**src/rtl/mem_access_unit.sv**
```systemverilog
// Memory-stage load/store unit: issues one bus transaction per load/store,
// stalls ME until it completes, and returns lane-aligned, extended load data.
module mem_access_unit #(
    parameter int XLEN   = 64,
    parameter int STRB_W = XLEN / 8
) (
    input  logic              clk,
    input  logic              rst_n,
    input  logic              me_valid,
    input  logic              me_mem_read,
    input  logic              me_mem_write,
    input  logic [2:0]        me_funct3,
    input  logic [XLEN-1:0]   me_addr,
    input  logic [XLEN-1:0]   me_store_data,
    output logic              me_stall,
    output logic [XLEN-1:0]   me_load_data,
    output logic              me_done,
    output logic              me_mem_err,
    output logic              mem_req_valid,
    input  logic              mem_req_ready,
    output logic              mem_req_we,
    output logic [XLEN-1:0]   mem_req_addr,
    output logic [XLEN-1:0]   mem_req_wdata,
    output logic [STRB_W-1:0] mem_req_wstrb,
    input  logic              mem_resp_valid,
    input  logic [XLEN-1:0]   mem_resp_rdata,
    output logic [1:0]        dbg_state
);

    // Bus handshake: a request transfers on a cycle where mem_req_valid and
    // mem_req_ready are both high; all mem_req_* fields are held stable from the
    // first valid cycle until that transfer. Exactly one mem_resp_valid pulse is
    // expected per transferred request, no earlier than the following cycle.
    typedef enum logic [1:0] {
        S_IDLE      = 2'd0,
        S_REQ       = 2'd1,
        S_WAIT_RESP = 2'd2,
        S_DONE      = 2'd3
    } state_t;

    state_t              state_q, state_d;
    logic [XLEN-1:0]     addr_q, addr_d;
    logic [XLEN-1:0]     wdata_q, wdata_d;
    logic [XLEN-1:0]     load_q, load_d;
    logic [STRB_W-1:0]   wstrb_q, wstrb_d;
    logic                we_q, we_d;
    logic [2:0]          funct3_q, funct3_d;
    logic [2:0]          off_q, off_d;

    logic [2:0]          off;
    logic                req_any, illegal, misalign, err_acc, legal_acc;
    logic [STRB_W-1:0]   strb_calc;
    logic [XLEN-1:0]     shifted, ext_data;

    assign off = me_addr[2:0];

    always_comb begin
        req_any   = me_valid & (me_mem_read | me_mem_write);
        illegal   = (me_mem_read & me_mem_write)
                  | (me_mem_write & me_funct3[2])
                  | (me_mem_read & (me_funct3 == 3'b111));
        misalign  = 1'b0;
        strb_calc = '0;
        case (me_funct3[1:0])
            2'b00: strb_calc = STRB_W'(8'h01) << off;
            2'b01: begin
                strb_calc = STRB_W'(8'h03) << off;
                misalign  = off[0];
            end
            2'b10: begin
                strb_calc = STRB_W'(8'h0F) << off;
                misalign  = (off[1:0] != 2'b00);
            end
            2'b11: begin
                strb_calc = STRB_W'(8'hFF);
                misalign  = (off != 3'b000);
            end
        endcase
        err_acc   = req_any & (illegal | misalign);
        legal_acc = req_any & ~(illegal | misalign);
    end

    // Loaded lane is brought down to bit 0 before truncation and extension.
    always_comb begin
        shifted = mem_resp_rdata >> {off_q, 3'b000};
        case (funct3_q)
            3'b000:  ext_data = {{(XLEN-8){shifted[7]}}, shifted[7:0]};
            3'b001:  ext_data = {{(XLEN-16){shifted[15]}}, shifted[15:0]};
            3'b010:  ext_data = {{(XLEN-32){shifted[31]}}, shifted[31:0]};
            3'b100:  ext_data = {{(XLEN-8){1'b0}}, shifted[7:0]};
            3'b101:  ext_data = {{(XLEN-16){1'b0}}, shifted[15:0]};
            3'b110:  ext_data = {{(XLEN-32){1'b0}}, shifted[31:0]};
            default: ext_data = shifted;
        endcase
    end

    always_comb begin
        state_d  = state_q;
        addr_d   = addr_q;
        wdata_d  = wdata_q;
        wstrb_d  = wstrb_q;
        we_d     = we_q;
        funct3_d = funct3_q;
        off_d    = off_q;
        load_d   = load_q;
        case (state_q)
            S_IDLE: begin
                if (legal_acc) begin
                    addr_d   = {me_addr[XLEN-1:3], 3'b000};
                    we_d     = me_mem_write;
                    wdata_d  = me_mem_write ? (me_store_data << {off, 3'b000}) : '0;
                    wstrb_d  = me_mem_write ? strb_calc : '0;
                    funct3_d = me_funct3;
                    off_d    = off;
                    state_d  = S_REQ;
                end
            end
            S_REQ: begin
                if (mem_req_ready) state_d = S_WAIT_RESP;
            end
            S_WAIT_RESP: begin
                if (mem_resp_valid) begin
                    if (!we_q) load_d = ext_data;
                    state_d = S_DONE;
                end
            end
            S_DONE: state_d = S_IDLE;
        endcase
    end

    always_ff @(posedge clk or negedge rst_n) begin
        if (!rst_n) begin
            state_q  <= S_IDLE;
            addr_q   <= '0;
            wdata_q  <= '0;
            wstrb_q  <= '0;
            we_q     <= 1'b0;
            funct3_q <= 3'b000;
            off_q    <= 3'b000;
            load_q   <= '0;
        end else begin
            state_q  <= state_d;
            addr_q   <= addr_d;
            wdata_q  <= wdata_d;
            wstrb_q  <= wstrb_d;
            we_q     <= we_d;
            funct3_q <= funct3_d;
            off_q    <= off_d;
            load_q   <= load_d;
        end
    end

    // Combinational outputs are gated by rst_n so reset clears them immediately.
    assign mem_req_valid = (state_q == S_REQ);
    assign me_done       = (state_q == S_DONE);
    assign mem_req_we    = we_q;
    assign mem_req_addr  = addr_q;
    assign mem_req_wdata = wdata_q;
    assign mem_req_wstrb = wstrb_q;
    assign me_load_data  = load_q;
    assign me_mem_err    = rst_n & (state_q == S_IDLE) & err_acc;
    assign me_stall      = rst_n & (((state_q == S_IDLE) & legal_acc)
                                   | (state_q == S_REQ)
                                   | (state_q == S_WAIT_RESP));
    assign dbg_state     = state_q;

endmodule
```
**config.mk**
```make
export PLATFORM = sky130hd
export DESIGN_NAME = mem_access_unit
export DESIGN_NICKNAME = d
export VERILOG_FILES = /design/src/rtl/mem_access_unit.sv
export SDC_FILE = /design/constraint.sdc
export NUM_CORES = 1
export LEC_CHECK = 0
export BUFFER_PORTS_ARGS = -buffer_cell sky130_fd_sc_hd__buf_2
export CORE_UTILIZATION = 46
export DETAILED_ROUTE_END_ITERATION = 16
export PLACE_DENSITY = 0.78
export SLEW_MARGIN = 20
export SYNTH_ARGS = -nofsm -noshare
export SYNTH_HDL_FRONTEND = slang
export SYNTH_SLANG_ARGS = --single-unit
export TNS_END_PERCENT = 1
```
**constraint.sdc**
```tcl
create_clock -name clk -period 2.2 [get_ports clk]
set_input_delay 0.22 -clock clk [delete_from_list [all_inputs] [get_ports clk]]
set_output_delay 0.22 -clock clk [all_outputs]
set_load 0.05 [all_outputs]
```
After elaboration in Yosys (flattened, before gate mapping). Cells that the tools add are included.

Word-level logic and storage cells: 63. Bits of input ports: 202. Flip-flop bits (word level): 206. Output and inout bits: 207.

Muxes and demuxes: 9. Bitwise operators: 18. Eq/ne operators: 15. Reductions and logical operators: 8. Shift-type cells: 5.

Operator list (count): 64-bit case mux with 6 select lines (1); 64-bit 2-to-1 mux (1); 64-bit by 6-bit << shifter with 64-bit output (1); 64-bit by 6-bit right shift with 64-bit output (1); 8-bit case mux with 4 select lines (1); 3-bit equality test, second input constant (4); 1-bit bitwise AND (10); 2-bit equality test, second input constant (4); 8-bit 2-to-1 mux (1); 2-bit case mux with 4 select lines (1); 1-bit by 3-bit << shifter with 8-bit output, first input constant (1); 2-bit by 3-bit << shifter with 8-bit output, first input constant (1); 4-bit by 3-bit << shifter with 8-bit output, first input constant (1); 2-bit 2-to-1 mux (3); 1-bit OR (6); 3-bit AND reduction (2); 2-bit by 1-bit equality test with 1-bit output, second input constant (2); 2-bit zero test (2); 2-bit inequality test, second input constant (2); 3-bit by 1-bit equality test with 1-bit output, second input constant (1); 3-bit by 2-bit equality test with 1-bit output, second input constant (1); 3-bit zero test (1); 1-bit case mux with 3 select lines (1); 3-bit nonzero test (1); other kinds (4) (5).

Depth between registers and ports, before layout.
Depth in word-level cells: 10. Depth in mapped cells: 9. Depth with buffers taken out: 7.

Worst setup path after synthesis. OpenSTA, ideal clock, no wires.

Kind: register to output. From: reg state_q[0], in the netlist dbg_state[0]. To: out me_stall. Cell stages (with the launch flop): 9. Data required time: 1.980 ns. Buffers on the path: 2. Data arrival time: 2.815 ns. Path slack: -0.835 ns. Path through: dfrtp_1 inv_1 ha_1 o211ai_1 nor3_1 o21ai_0 clkbuf_1 clkbuf_1 a21boi_0.

Cells in the longest elaborated chain, start to end: 5. Elaborated cells on any way between the ends: 7. Classes of those cells: eq/ne (2); bitwise (4); reduce/logical (1).

RTL lines: start, declared (line 41) `state_t state_q, state_d;`; start signal, assigned (line 142) `state_q <= state_d;`; 2-bit zero test (line 162) `assign me_stall = rst_n & (((state_q == S_IDLE) & legal_acc)`; 1-bit bitwise AND (line 162); 1-bit OR (line 163) `| (state_q == S_REQ)`; 1-bit OR * (line 164) `| (state_q == S_WAIT_RESP));`; 1-bit bitwise AND * (line 162); end, declared (line 15) `output logic me_stall,`.

Every way passes the cells marked *; elsewhere a longest branch is shown, timed or not.

Worst setup path after layout.
From: reg off_q[0]. To: reg load_q[49], in the netlist me_load_data[49].

Cells in the longest elaborated chain, start to end: 2.

RTL lines: start, declared (line 48) `logic [2:0] off_q, off_d;`; start signal, assigned (line 139) `off_q <= 3'b000;`; start signal, assigned (line 148) `off_q <= off_d;`; 64-bit by 6-bit right shift with 64-bit output (line 85) `shifted = mem_resp_rdata >> {off_q, 3'b000};`; 64-bit case mux with 6 select lines (line 86) `case (funct3_q)`; end signal, assigned (line 149) `load_q <= load_d;`; end, declared (line 44) `logic [XLEN-1:0] load_q, load_d;`.

No other way between the ends. A chain may end at the register's enable or synchronous reset.

==> impl_metrics.toml <==
[finish]
layout.nets = 1774
post-route-util_pct = 63.6
fill_cells = 1969
final_common_cell = "buf_2"
final_cell_mix = "buf_2, dfrtp_1, nand2_1, mux2i_1, mux2_2"
multi_input_area_mm2 = 0.00584
register_area_mm2 = 0.00516
syn_to_final_growth_pct = 35.4
drive_above_1_share_pct = 39.5

[critical_path]
worstSetupPathType = "register to register"
cp_max_fo = 17
critPathRequiredTime_ns = 2.56
start_kind = "register"
cpPeakStageDelay_ns = 0.52
slowest_stage = "mux4_2"
crit_arrival_ns = 2.50
end_kind = "register"
crit_chain = "mux2_2, mux4_2, a2bb2oi_4, o41a_4, buf_12, a31oi_1"

[detailed_routing]
wl_per_cell_um = 20.7
drt_iter0_drc = 1022
num_vias = 10903
drtAntennaViolNets = 0
drc_errors = 0
wl_um = 39500
drt-pass1-iter-count = 8
vias_per_cell = 5.72

[cts]
clockBufferDepth = 3
clk_latency_ns = 0.51
root_buffer = "clkbuf_16"
cts_made_buffers = 23
htreeDepth = 1
cts.clk_slew.worst_paths_ns = 0.07
clock_sinks = 206
cts_tree = "yes"

[timing]
final.setup.worst_slack_ns = 0.0684
fmax_ghz = 0.469
finalCritPeriodShare_pct = 96.9
worstMarginPinSlew_ns = 0.744
slew_violations = 0
fin_crit_ns = 2.13
rsz0062_at_grt = "false"
fin_skew_ns = 0.0128
setup_viol = 0
finalHoldViolCount = 0
maxSlewHeadroom_pct = 50.4
hold_slack_ns = 0.0224

[logic_synthesis]
synthArstFlopShare_pct = 100
synth_seq_cells = 206
synth_xor_area_share_pct = 0
synthAdderAreaFrac_pct = 0.876
synth_top_family_by_area = "multiplexers"
yosysWarnings = 0
synth_edf_count = 0
ys.flop_type = "dfrtp_1"
avgSynthCellArea_um2 = 10.2
yosysUniqueCellTypes = 46
synth_area_mm2 = 0.0114
synth_compound_area_share_pct = 16.9
syn-instance-count = 1115
synthMuxAreaShare_pct = 21.5
synth_seq_area_share_pct = 45.1
yosys.area_share.simple_pct = 11.2

[power_and_ir_drop]
power_density_mw_per_mm2 = 1660
p_leak_nw = 7.43
peakVddDrop_uv = 1120

[floorplanning]
fp.dieW_um = 160
core_mm2 = 0.0243
start_util_pct = 47.0
fp-row-count = 57
dieArea_mm2 = 0.0255
die_h_um = 160
ioPinCount = 409

[place]
gp_congestion = 0.948
dp_hpwl_um = 27800
port_buffers = 405
dp_slack_ns = 0.0679

[job]
maxCapViolCount = 0

[global_route]
grt_pass1_wl_um = 60600
antenna_found_initial = 1
gr-total-overflow = 0
grt_usage_pct = 30.3
first_global_vias = 10807
grt_max_degree = 110

[outcome]
outcome = "finished, final reports clean"

[min_path]
min_path_type = "input port to register"
==> path summary, 6_finish.rpt <==
path	from	cells past startpoint	to	slack (ns)
hold reg to reg	mem_req_wdata[58]	2	mem_req_wdata[58]	0.47
setup / recovery	off_q[0]	6	me_load_data[49]	0.07
min in group asynchronous	rst_n	2	dbg_state[1]	0.27
max in group asynchronous	rst_n	3	mem_req_wdata[41]	0.88
hold / removal	mem_resp_rdata[60]	3	me_load_data[60]	0.02
setup reg to reg	off_q[0]	6	me_load_data[49]	0.07
==> Yosys cell counts, drive strengths merged, types with 10 or more instances <==
library cell	instances	area (um2)
a22o	23	201
dfrtp	206	5150
a21oi	42	210
mux2i	97	971
mux4	23	518
nor2	82	308
nand2	130	488
a211oi	37	278
clkbuf	54	203
mux2	86	968
o21ai	76	380
o31ai	31	233
a31oi	40	250
o211ai	10	75.1
nor2b	32	200
buf	49	263
==> per-stage QoR <==
| step | cell area [um2] | TNS [ns] | cells | power [W] |
|---|---|---|---|---|
| 2_1_floorplan | 11400 | -0.651 | 1117 | 0.0174 |
| 3_3_place_gp | 13900 | 0 | 1790 | 0.0210 |
| 3_5_place_dp | 13900 | 0 | 1790 | 0.0213 |
| 4_1_cts | 15400 | 0 | 1904 | 0.0255 |
| 5_1_grt | 15500 | 0 | 1906 | 0.0267 |
| 6_report | 15500 | 0 | 1906 | 0.0256 |
==> power by group <==
group	internal [W]	total, W	leakage, nW	switching, W
Sequential	0.00555	0.00675	2.55	0.00120
Combinational	0.00439	0.0149	4.50	0.0105
Clock	0.00240	0.00400	0.377	0.00160
Total	0.0123	0.0256	7.43	0.0133
==> layout make-up <==
cell class                 count  area share [%]
timing repair buffer         525            21.1
multi-input combinational    800            37.7
clock buffer                  33            4.16
tap                          324            2.62
sequential                   206            33.4
inverter                       8           0.194
clock inverter                 9           0.841
antenna                        1          0.0162
==> registers in the layout (all words and copies together), names as in the netlist <==
register / flops
mem_req_we: 1
funct3_q: 3
me_load_data: 64
off_q: 3
mem_req_wdata: 64
mem_req_addr: 61
dbg_state: 2
mem_req_wstrb: 8
==> per-layer routing <==
layer  routed length [um]  share of wire (%)  global-route usage, %
met3                 3290                8.3                   6.62
met5                    0                  0                      0
met2                20100                 51                   53.9
met1                14800                 38                   36.1
met4                 1300                3.3                   10.5
==> critical path, delay by kind of cell (launching register included) <==
family | cells | cell delay (ns)
compound gates | 3 | 0.48
buf+inv | 1 | 0.15
flops | 1 | 0.47
mux | 2 | 0.89
==> cell families (layout without fill, tap and decap cells) <==
logic type / count (synthesis) / count (layout)
adders and majority gates: 8 / 8
and+or+nand+nor: 291 / 291
DFF: 206 / 206
buffers and inverters: 111 / 575
AOI/OAI and AO/OA: 292 / 292
muxes: 206 / 206
other: 1 / 4
==> what timing repair did <==
item | CTS | global route
endpoints found under the setup margin | 1 | 27
resized for setup | 9 | 1
hold buffers | 68 | 0
hold endpoints to repair | 111 | 0
buffers inserted | 5 | 1
pin swaps | 3 | 3
Power figures use the tool's default switching activity.
